**src/rtl/rstseq_pkg.sv**
```systemverilog
// Shared definitions for the reset sequencer: cause codes, state encoding and a width helper.
package rstseq_pkg;

    typedef logic [1:0] rs_state_t;
    typedef logic [1:0] rst_cause_t;

    localparam rst_cause_t RST_CAUSE_EXT  = 2'd0;
    localparam rst_cause_t RST_CAUSE_LOCK = 2'd1;
    localparam rst_cause_t RST_CAUSE_SW   = 2'd2;
    localparam rst_cause_t RST_CAUSE_WDT  = 2'd3;

    localparam rs_state_t RS_HOLD    = 2'd0;
    localparam rs_state_t RS_RELEASE = 2'd1;
    localparam rs_state_t RS_RUN     = 2'd2;

    // Counter width for a value range, never narrower than one bit.
    function automatic int unsigned clog2_min1(input int unsigned value);
        int unsigned width;
        width = $unsigned($clog2(value));
        return (width < 1) ? 1 : width;
    endfunction

endpackage

```
**src/rtl/sync_ff2.sv**
```systemverilog
// Two-flop synchroniser for a single asynchronous level. Deliberately not reset so that
// the sampled level keeps flowing while the sequencer itself is being reset.
module sync_ff2 (
    input  logic clk,
    input  logic d,
    output logic q
);

    logic meta = 1'b0;
    logic sync = 1'b0;

    always_ff @(posedge clk) begin
        meta <= d;
        sync <= meta;
    end

    assign q = sync;

endmodule

```
**src/rtl/reset_sequencer.sv**
```systemverilog
// Reset sequencer: qualifies PLL lock, holds all domains, then releases them one by one.
// The watchdog re-trigger is only built when RSTSEQ_WDT_EN is defined.
module reset_sequencer
    import rstseq_pkg::*;
#(
    parameter int unsigned N_OUT       = 4,
    parameter int unsigned HOLD_CYCLES = 22'h3fffff,
    parameter int unsigned STAGGER     = 16,
    parameter int unsigned WDT_W       = 20
) (
    input  logic             clk,
    input  logic             reset,
    input  logic             pll_lock,
    input  logic             sw_rst_req,
    input  logic             wdt_en,
    input  logic             wdt_kick,
    output logic [N_OUT-1:0] rst_out,
    output logic             ready,
    output logic [1:0]       cause
);

    localparam int unsigned HOLD_W = clog2_min1(HOLD_CYCLES + 1);
    localparam int unsigned STAG_W = clog2_min1(STAGGER);
    localparam int unsigned IDX_W  = clog2_min1(N_OUT);

    localparam logic [HOLD_W-1:0] HOLD_INIT = HOLD_W'(HOLD_CYCLES);
    localparam logic [STAG_W-1:0] STAG_INIT = STAG_W'(STAGGER - 1);
    localparam logic [IDX_W-1:0]  IDX_FIRST = IDX_W'(1);
    localparam logic [IDX_W-1:0]  IDX_LAST  = IDX_W'(N_OUT - 1);

    logic lock_s;

    // Declaration values match the reset values so power-up and reset look the same.
    rs_state_t         state_q    = RS_HOLD;
    rs_state_t         state_d;
    logic [HOLD_W-1:0] hold_cnt_q = HOLD_INIT;
    logic [HOLD_W-1:0] hold_cnt_d;
    logic [STAG_W-1:0] stag_q     = STAG_INIT;
    logic [STAG_W-1:0] stag_d;
    logic [IDX_W-1:0]  idx_q      = IDX_FIRST;
    logic [IDX_W-1:0]  idx_d;
    logic [N_OUT-1:0]  rst_out_q  = '1;
    logic [N_OUT-1:0]  rst_out_d;
    logic              ready_q    = 1'b0;
    logic              ready_d;
    rst_cause_t        cause_q    = RST_CAUSE_EXT;
    rst_cause_t        cause_d;

    logic              restart;
    logic              wdt_fire;

    sync_ff2 u_lock_sync (
        .clk (clk),
        .d   (pll_lock),
        .q   (lock_s)
    );

`ifdef RSTSEQ_WDT_EN
    localparam logic [WDT_W-1:0] WDT_MAX = '1;

    logic [WDT_W-1:0] wdt_q = '0;
    logic [WDT_W-1:0] wdt_d;

    // A kick on the expiry cycle wins over the timeout.
    assign wdt_fire = (state_q == RS_RUN) && wdt_en && !wdt_kick && (wdt_q == WDT_MAX);

    always_comb begin
        wdt_d = '0;
        if ((state_q == RS_RUN) && lock_s && !wdt_fire && !sw_rst_req && wdt_en && !wdt_kick) begin
            wdt_d = wdt_q + 1'b1;
        end
    end

    always_ff @(posedge clk) begin
        if (reset) begin
            wdt_q <= '0;
        end else begin
            wdt_q <= wdt_d;
        end
    end
`else
    logic [WDT_W-1:0] wdt_unused;

    assign wdt_unused = {WDT_W{wdt_en ^ wdt_kick}};
    assign wdt_fire   = 1'b0;
`endif

    always_comb begin
        state_d    = state_q;
        hold_cnt_d = hold_cnt_q;
        stag_d     = stag_q;
        idx_d      = idx_q;
        rst_out_d  = rst_out_q;
        ready_d    = ready_q;
        cause_d    = cause_q;
        restart    = 1'b0;

        case (state_q)
            RS_HOLD: begin
                if (!lock_s) begin
                    hold_cnt_d = HOLD_INIT;
                end else if (hold_cnt_q != '0) begin
                    hold_cnt_d = hold_cnt_q - 1'b1;
                end else begin
                    rst_out_d[0] = 1'b0;
                    if (N_OUT == 1) begin
                        state_d = RS_RUN;
                        ready_d = 1'b1;
                    end else begin
                        state_d = RS_RELEASE;
                        stag_d  = STAG_INIT;
                        idx_d   = IDX_FIRST;
                    end
                end
            end

            RS_RELEASE: begin
                if (!lock_s) begin
                    restart = 1'b1;
                    cause_d = RST_CAUSE_LOCK;
                end else if (stag_q != '0) begin
                    stag_d = stag_q - 1'b1;
                end else begin
                    rst_out_d[idx_q] = 1'b0;
                    stag_d           = STAG_INIT;
                    idx_d            = idx_q + 1'b1;
                    if (idx_q == IDX_LAST) begin
                        state_d = RS_RUN;
                        ready_d = 1'b1;
                    end
                end
            end

            RS_RUN: begin
                // Trigger priority: lock loss, then watchdog, then software request.
                if (!lock_s) begin
                    restart = 1'b1;
                    cause_d = RST_CAUSE_LOCK;
                end else if (wdt_fire) begin
                    restart = 1'b1;
                    cause_d = RST_CAUSE_WDT;
                end else if (sw_rst_req) begin
                    restart = 1'b1;
                    cause_d = RST_CAUSE_SW;
                end
            end

            default: begin
                restart = 1'b1;
            end
        endcase

        if (restart) begin
            state_d    = RS_HOLD;
            hold_cnt_d = HOLD_INIT;
            rst_out_d  = '1;
            ready_d    = 1'b0;
        end
    end

    always_ff @(posedge clk) begin
        if (reset) begin
            state_q    <= RS_HOLD;
            hold_cnt_q <= HOLD_INIT;
            stag_q     <= STAG_INIT;
            idx_q      <= IDX_FIRST;
            rst_out_q  <= '1;
            ready_q    <= 1'b0;
            cause_q    <= RST_CAUSE_EXT;
        end else begin
            state_q    <= state_d;
            hold_cnt_q <= hold_cnt_d;
            stag_q     <= stag_d;
            idx_q      <= idx_d;
            rst_out_q  <= rst_out_d;
            ready_q    <= ready_d;
            cause_q    <= cause_d;
        end
    end

    assign rst_out = rst_out_q;
    assign ready   = ready_q;
    assign cause   = cause_q;

endmodule

```
**config.mk**
```make
export PLATFORM = sky130hd
export DESIGN_NAME = reset_sequencer
export DESIGN_NICKNAME = d
export VERILOG_FILES = /design/src/rtl/rstseq_pkg.sv /design/src/rtl/sync_ff2.sv /design/src/rtl/reset_sequencer.sv
export SDC_FILE = /design/constraint.sdc
export NUM_CORES = 1
export LEC_CHECK = 0
export CAP_MARGIN = 20
export CORE_UTILIZATION = 40
export DETAILED_ROUTE_END_ITERATION = 10
export MAX_ROUTING_LAYER = met4
export PLACE_DENSITY = 0.55
export SLEW_MARGIN = 20
export SYNTH_ARGS = -nofsm -noshare
export SYNTH_HDL_FRONTEND = slang
export SYNTH_SLANG_ARGS = --single-unit
```
**constraint.sdc**
```tcl
create_clock -name clk -period 2.68 [get_ports clk]
set_clock_uncertainty 0.2 [all_clocks]
set_input_delay 0.536 -clock clk [delete_from_list [all_inputs] [get_ports clk]]
set_output_delay 0.536 -clock clk [all_outputs]
set_load 0.02 [all_outputs]
```
==> metrics.yaml, run 1 <==
p_leak_nw: 0.876
relSlewSlack_pct: 59.8
setup_slack_ps: 312
drt_iter0_drc: 75
crit_family: "simple AND/OR/NAND/NOR gates"
root_buffer: "clkbuf_8"
synth_fp_nets: 249
ys.flop_type: "dfxtp_1"
total_power_mw: 1.21
syn-cell-area_um2: 1990
mostFrequentLayoutCell: "dfxtp_1"
cp_slowest_cell: "or4b_4"
area_delta_synth_final_pct: 17.6
synthArstFlopShare_pct: 0
die_w_um: 72.5
ant_nets: 0
synth_compound_area_share_pct: 20.3
grt_overflow: 0
cts_hold_buf: 0
yosys.area_share.simple_pct: 29.2
grt_max_degree: 23
muxShareOfSynthArea_pct: 0
drt_pass1_iterations: 4
period_share_pct: 88.3
met2_usage_pct: 24.4
fillers: 497
dieArea_um2: 5250
clock_latency_ps: 300
use_met3_pct: 4.17
worstSetupPathType: "reg2reg"
min_path_type: "reg2reg"
cp-end-kind: "flop"
cts_sinks: 39
register_area_um2: 781
pre_cts_ws_ps: 334
hpwl_um: 2910
crit_buf_inv: 0
drc_errors: 0
fin_cells: 322
cts_resized: 0
top_usage_layer: "met1"
dp.cells: 314
io_buffer_count: 10
die_h_um: 72.5
numCtsBuffers: 5
yosysSeqAreaShare_pct: 39.3
path_max_fanout: 6
most-common-layout-cells: "39 x dfxtp_1, 21 x nor2_1, 21 x a21oi_1"
finalCriticalPeriod_ps: 2370
synth_top_area_share_pct: 39.3
crit_chain: "or3_1, or4b_4, a2111oi_2, xnor2_1, nand2_1"
avgSynthCellArea_um2: 8.38
crit_arrival_ps: 2350
globalplace.congestion: 0.823
setup.worst_path.start_class: "flop"
synth_top_area_cell: "dfxtp_1"
cp.required_ps: 2660
critical_path.max_stage_delay_ps: 600
cap_violations: 0
clkTransAtPathRegs_ps: 90
final_nets: 266
synth_edf_count: 0
timing.final.hold_violations: 0
antenna_found_initial: 0
row_count: 25
routed_via_density: 5.23
layout-drive-gt1-share_pct: 10.6
synthCells: 237
ys.warnings.count: 0
post_cts_buffers: 0
yosys.area_share.xor_xnor_pct: 3.09
n_antenna_cell: 0
setup_tns_ps: 0
globalRouteTotalUtil_pct: 17.9
slew_violations: 0
setup_viol: 0
post_synth_num_cell_types: 49
power_density_nw_per_um2: 516
yosys.area_share.adder_pct: 3.78
maxClockFrequency_ghz: 0.422
start_util_pct: 41.8
synth_seq_cells: 39
coreArea_um2: 4750
grt_pass1_wl_um: 6980
routedWlPerCell_um: 12.8
rsz0062_at_grt: "no"
dr_total_vias: 1685
grt_use_met1_pct: 25.4
vdd_drop_max_v: 0.000367
multi_input_area_um2: 1120
tightest_slew_ps: 599
outcome: "completed"
grt_pass1_vias: 1454
synth_top_family_by_area: "simple AND/OR/NAND/NOR gates"
htree_num_levels: 2
clock_path_buffers: 2
synth_area_leaders: "dfxtp_1 39%, a21oi_1 5.3%, nor2_1 4.0%"
tritoncts: "done"
routed_wl_um: 4130
io_pins: 13
[per-stage QoR]
stage / hold WS, ps / area, µm² / util, %
after global placement: 112 / 2200 / 46.3
final: 134 / 2340 / 49.1
after global routing: 153 / 2340 / 49.1
after detailed placement: 116 / 2200 / 46.3
after floorplan: 110 / 1990 / -
after CTS: 137 / 2340 / 49.1
[per-layer routing]
metal	routed length [µm]	vias up
met3	78	7
met4	59	0
li1	-	894
met5	0	-
met1	2280	772
met2	1710	12
[cell usage after synthesis, drive strengths merged (3+ instances only)]
cell,n
dfxtp,39
a21oi,21
nor2,21
nand2,20
o21ai,20
and3,11
inv,11
nor3,10
clkbuf,8
nand3,7
ha,6
nor4,6
xnor2,6
a21o,4
nand2b,4
nand3b,4
a211oi,3
and2,3
nand4,3
or3,3
[report_power, final]
part	total (mW)	internal, mW	switching, mW
logic	0.0279	0.0119	0.0160
clock network	0.594	0.372	0.222
registers	0.584	0.582	0.00193
total	1.21	0.965	0.240
[sequential cells by signal (all words and copies together) (netlist names)]
register,cells
u_lock_sync.q,1
rst_out,4
hold_cnt_q,22
stag_q,4
idx_q,2
cause,2
state_q,2
ready,1
u_lock_sync.meta,1
[worst register-to-register path, cell delays in order (launching register included)]
cell and delay [ps]:
dfxtp_1 360, or3_1 480, or4b_4 600, a2111oi_2 390, xnor2_1 170, nand2_1 70
[path summary, 6_finish.rpt]
check                              from                           to  slack [ps]  cells after the start
min reg2reg    u_lock_sync.meta$_DFF_P_        u_lock_sync.q$_DFF_P_         130                      0
min            u_lock_sync.meta$_DFF_P_        u_lock_sync.q$_DFF_P_         130                      0
max reg2reg  hold_cnt_q[3]$_SDFFE_PP1P_  hold_cnt_q[10]$_SDFFE_PP1P_         310                      5
max          hold_cnt_q[3]$_SDFFE_PP1P_  hold_cnt_q[10]$_SDFFE_PP1P_         310                      5
[layout make-up]
| cell class | instances | area share, % |
|---|---|---|
| Clock inverter | 3 | 2.89 |
| Sequential cell | 39 | 33.4 |
| Tap cell | 67 | 3.59 |
| Inverter | 11 | 1.77 |
| Multi-Input combinational cell | 177 | 47.9 |
| Clock buffer | 5 | 2.95 |
| Timing Repair Buffer | 20 | 7.50 |
[cells by family (layout without fill, tap and decap cells)]
family,after synthesis,count (layout)
buffers and inverters,21,39
XOR/XNOR,7,7
AND/OR/NAND/NOR,101,101
flip-flops,39,39
adder cells (fa/ha/maj),6,6
AO/OA/AOI/OAI,63,63
No activity file was read; power rests on OpenSTA's default activity.
==> inputs of run 2 (changes only) <==
--- a/config.mk
+++ b/config.mk
@@ -8,9 +8,11 @@
 export CAP_MARGIN = 20
 export CORE_UTILIZATION = 40
 export DETAILED_ROUTE_END_ITERATION = 10
+export GPL_TIMING_DRIVEN = 0
 export MAX_ROUTING_LAYER = met4
 export PLACE_DENSITY = 0.55
 export SLEW_MARGIN = 20
 export SYNTH_ARGS = -nofsm -noshare
 export SYNTH_HDL_FRONTEND = slang
 export SYNTH_SLANG_ARGS = --single-unit
+export TNS_END_PERCENT = 100
==> metrics.yaml, run 2 (synthesis gave the netlist of run 1 again) <==
outcome: "completed"  # unchanged
crit_family: "simple AND/OR/NAND/NOR gates"  # unchanged
p_leak_nw: 0.844  # was 0.876 nW
globalplace.congestion: 0.803  # was 0.823
most-common-layout-cells: "39 x dfxtp_1, 21 x nor2_1, 21 x a21oi_1"  # unchanged
slew_violations: 0  # unchanged
worstSetupPathType: "reg2reg"  # unchanged
path_common_cell: "and3_1"
start_util_pct: 41.8  # unchanged
drt_iter0_drc: 86  # was 75
grt_pass1_vias: 1479  # was 1454
critical_path.max_stage_delay_ps: 460  # was 600 ps
finalCriticalPeriod_ps: 2440  # was 2370 ps
tritoncts: "done"  # unchanged
timing.final.hold_violations: 0  # unchanged
dieArea_um2: 5250  # unchanged
io_buffer_count: 9  # was 10
cts_sinks: 39  # unchanged
clock_latency_ps: 300  # about the same
routed_wl_um: 4270  # was 4130 µm
pre_cts_ws_ps: 117  # was 334 ps
dr_total_vias: 1714  # was 1685
met2_usage_pct: 25.5  # was 24.4%
cp-end-kind: "flop"  # unchanged
area_delta_synth_final_pct: 15.4  # was 17.6%
mostFrequentLayoutCell: "dfxtp_1"  # unchanged
cap_violations: 0  # unchanged
largest_reg_flops: 22  # unchanged
die_h_um: 72.5  # unchanged
path_max_fanout: 9  # was 6
clock_path_buffers: 2  # unchanged
tightest_slew_ps: 868  # was 599 ps
ant_nets: 0  # unchanged
largest-register: "hold_cnt_q"  # unchanged
io_pins: 13  # unchanged
grt_pass1_wl_um: 7000  # was 6980 µm
setup.worst_path.start_class: "flop"  # unchanged
hpwl_um: 2990  # was 2910 µm
relSlewSlack_pct: 41.7  # was 59.8%
setup_viol: 0  # unchanged
numCtsBuffers: 5  # unchanged
maxClockFrequency_ghz: 0.410  # was 0.422 GHz
grt_max_degree: 13  # was 23
use_met3_pct: 4.17  # unchanged
setup_slack_ps: 239  # was 312 ps
grt_overflow: 0  # unchanged
min_path_type: "reg2reg"  # unchanged
cts_hold_buf: 0  # unchanged
htree_num_levels: 2  # unchanged
cts_resized: 0  # unchanged
routed_via_density: 5.31  # was 5.23
root_buffer: "clkbuf_8"  # unchanged
globalRouteTotalUtil_pct: 17.9  # about the same
crit_buf_inv: 1  # was 0
period_share_pct: 91.1  # was 88.3%
crit_chain: "nor3_1, and3_1, clkbuf_1, and3_1, nand2_1, a221oi_1"  # was or3_1, or4b_4, a2111oi_2, xnor2_1, nand2_1
coreArea_um2: 4750  # unchanged
die_w_um: 72.5  # unchanged
vdd_drop_max_v: 0.000248  # was 0.000367 V
row_count: 25  # unchanged
drt_pass1_iterations: 4  # unchanged
routedWlPerCell_um: 13.2  # was 12.8 µm
grt_use_met1_pct: 24.9  # was 25.4%
post_cts_buffers: 0  # unchanged
drc_errors: 0  # unchanged
clkTransAtPathRegs_ps: 80  # was 90 ps
crit_arrival_ps: 2440  # was 2350 ps
power_density_nw_per_um2: 491  # was 516 nW/µm²
n_antenna_cell: 0  # unchanged
cp.required_ps: 2680  # was 2660 ps
cp_slowest_cell: "nor3_1"  # was or4b_4
final_nets: 267  # was 266
setup_tns_ps: 0  # unchanged
top_usage_layer: "met2"  # was met1
antenna_found_initial: 0  # unchanged
layout-drive-gt1-share_pct: 7.81  # was 10.6%
fillers: 488  # was 497
rsz0062_at_grt: "no"  # unchanged
## run 2: metal layers
layer  up-vias  part of all wire, %  wire length [µm]
li1        894                    -                 -
met1       794                   55              2370
met2        22                   41              1740
met3         4                  3.1               133
met4         0                 0.70                30
met5         -                    0                 0
## run 2: layout make-up
type | count | area [µm²] | area share (%)
plain buffers | 10 | 45.0 | 1.97
flip-flops and latches | 39 | 781 | 34.1
clock inverters | 2 | 35.0 | 1.53
multi-input cells | 177 | 1120 | 48.8
inverters | 11 | 41.3 | 1.80
clock buffers | 6 | 82.6 | 3.60
well taps | 67 | 83.8 | 3.66
repair buffers | 11 | 105 | 4.59
## run 2: final timing paths
path                               startpoint                       to  slack, ps  cells past startpoint
setup / recovery  hold_cnt_q[10]$_SDFFE_PP1P_  state_q[0]$_SDFFE_PP0P_        240                      6
hold / removal       u_lock_sync.meta$_DFF_P_    u_lock_sync.q$_DFF_P_        130                      0
setup reg to reg  hold_cnt_q[10]$_SDFFE_PP1P_  state_q[0]$_SDFFE_PP0P_        240                      6
hold reg to reg      u_lock_sync.meta$_DFF_P_    u_lock_sync.q$_DFF_P_        130                      0
## run 2: power by group
group | leakage (nW) | internal (mW) | switching, mW
combinational | 0.466 | 0.00869 | 0.0156
clock | 0.0612 | 0.301 | 0.215
sequential | 0.316 | 0.582 | 0.00324
total | 0.844 | 0.892 | 0.234
## run 2: worst register-to-register path, delay by kind of cell, from the launching register on
kind	cells	cell delay [ps]
DFF	1	350
AOI/OAI and AO/OA	1	250
and+or+nand+nor	4	1140
buffers and inverters	1	400
## run 2: metrics by stage
stage | std cells | hold slack (ps) | area [µm²] | utilization [%] | total power [mW]
after global routing | 323 | 153 | 2290 | 48.2 | 1.17
final | 323 | 130 | 2290 | 48.2 | 1.13
after CTS | 321 | 133 | 2280 | 47.9 | 1.14
after detailed placement | 313 | 115 | 2160 | 45.4 | 0.623
after global placement | 313 | 111 | 2160 | 45.4 | 0.623
after floorplan | 237 | 110 | 1990 | - | 0.613
==> inputs of run 3 (changes only) <==
--- a/config.mk
+++ b/config.mk
@@ -7,6 +7,7 @@
 export LEC_CHECK = 0
 export CAP_MARGIN = 20
 export CORE_UTILIZATION = 40
+export CTS_CLUSTER_SIZE = 8
 export DETAILED_ROUTE_END_ITERATION = 10
 export GPL_TIMING_DRIVEN = 0
 export MAX_ROUTING_LAYER = met4
==> results of run 3 <==
Same layout as run 2: the final DEF is identical, and so are final timing and power.
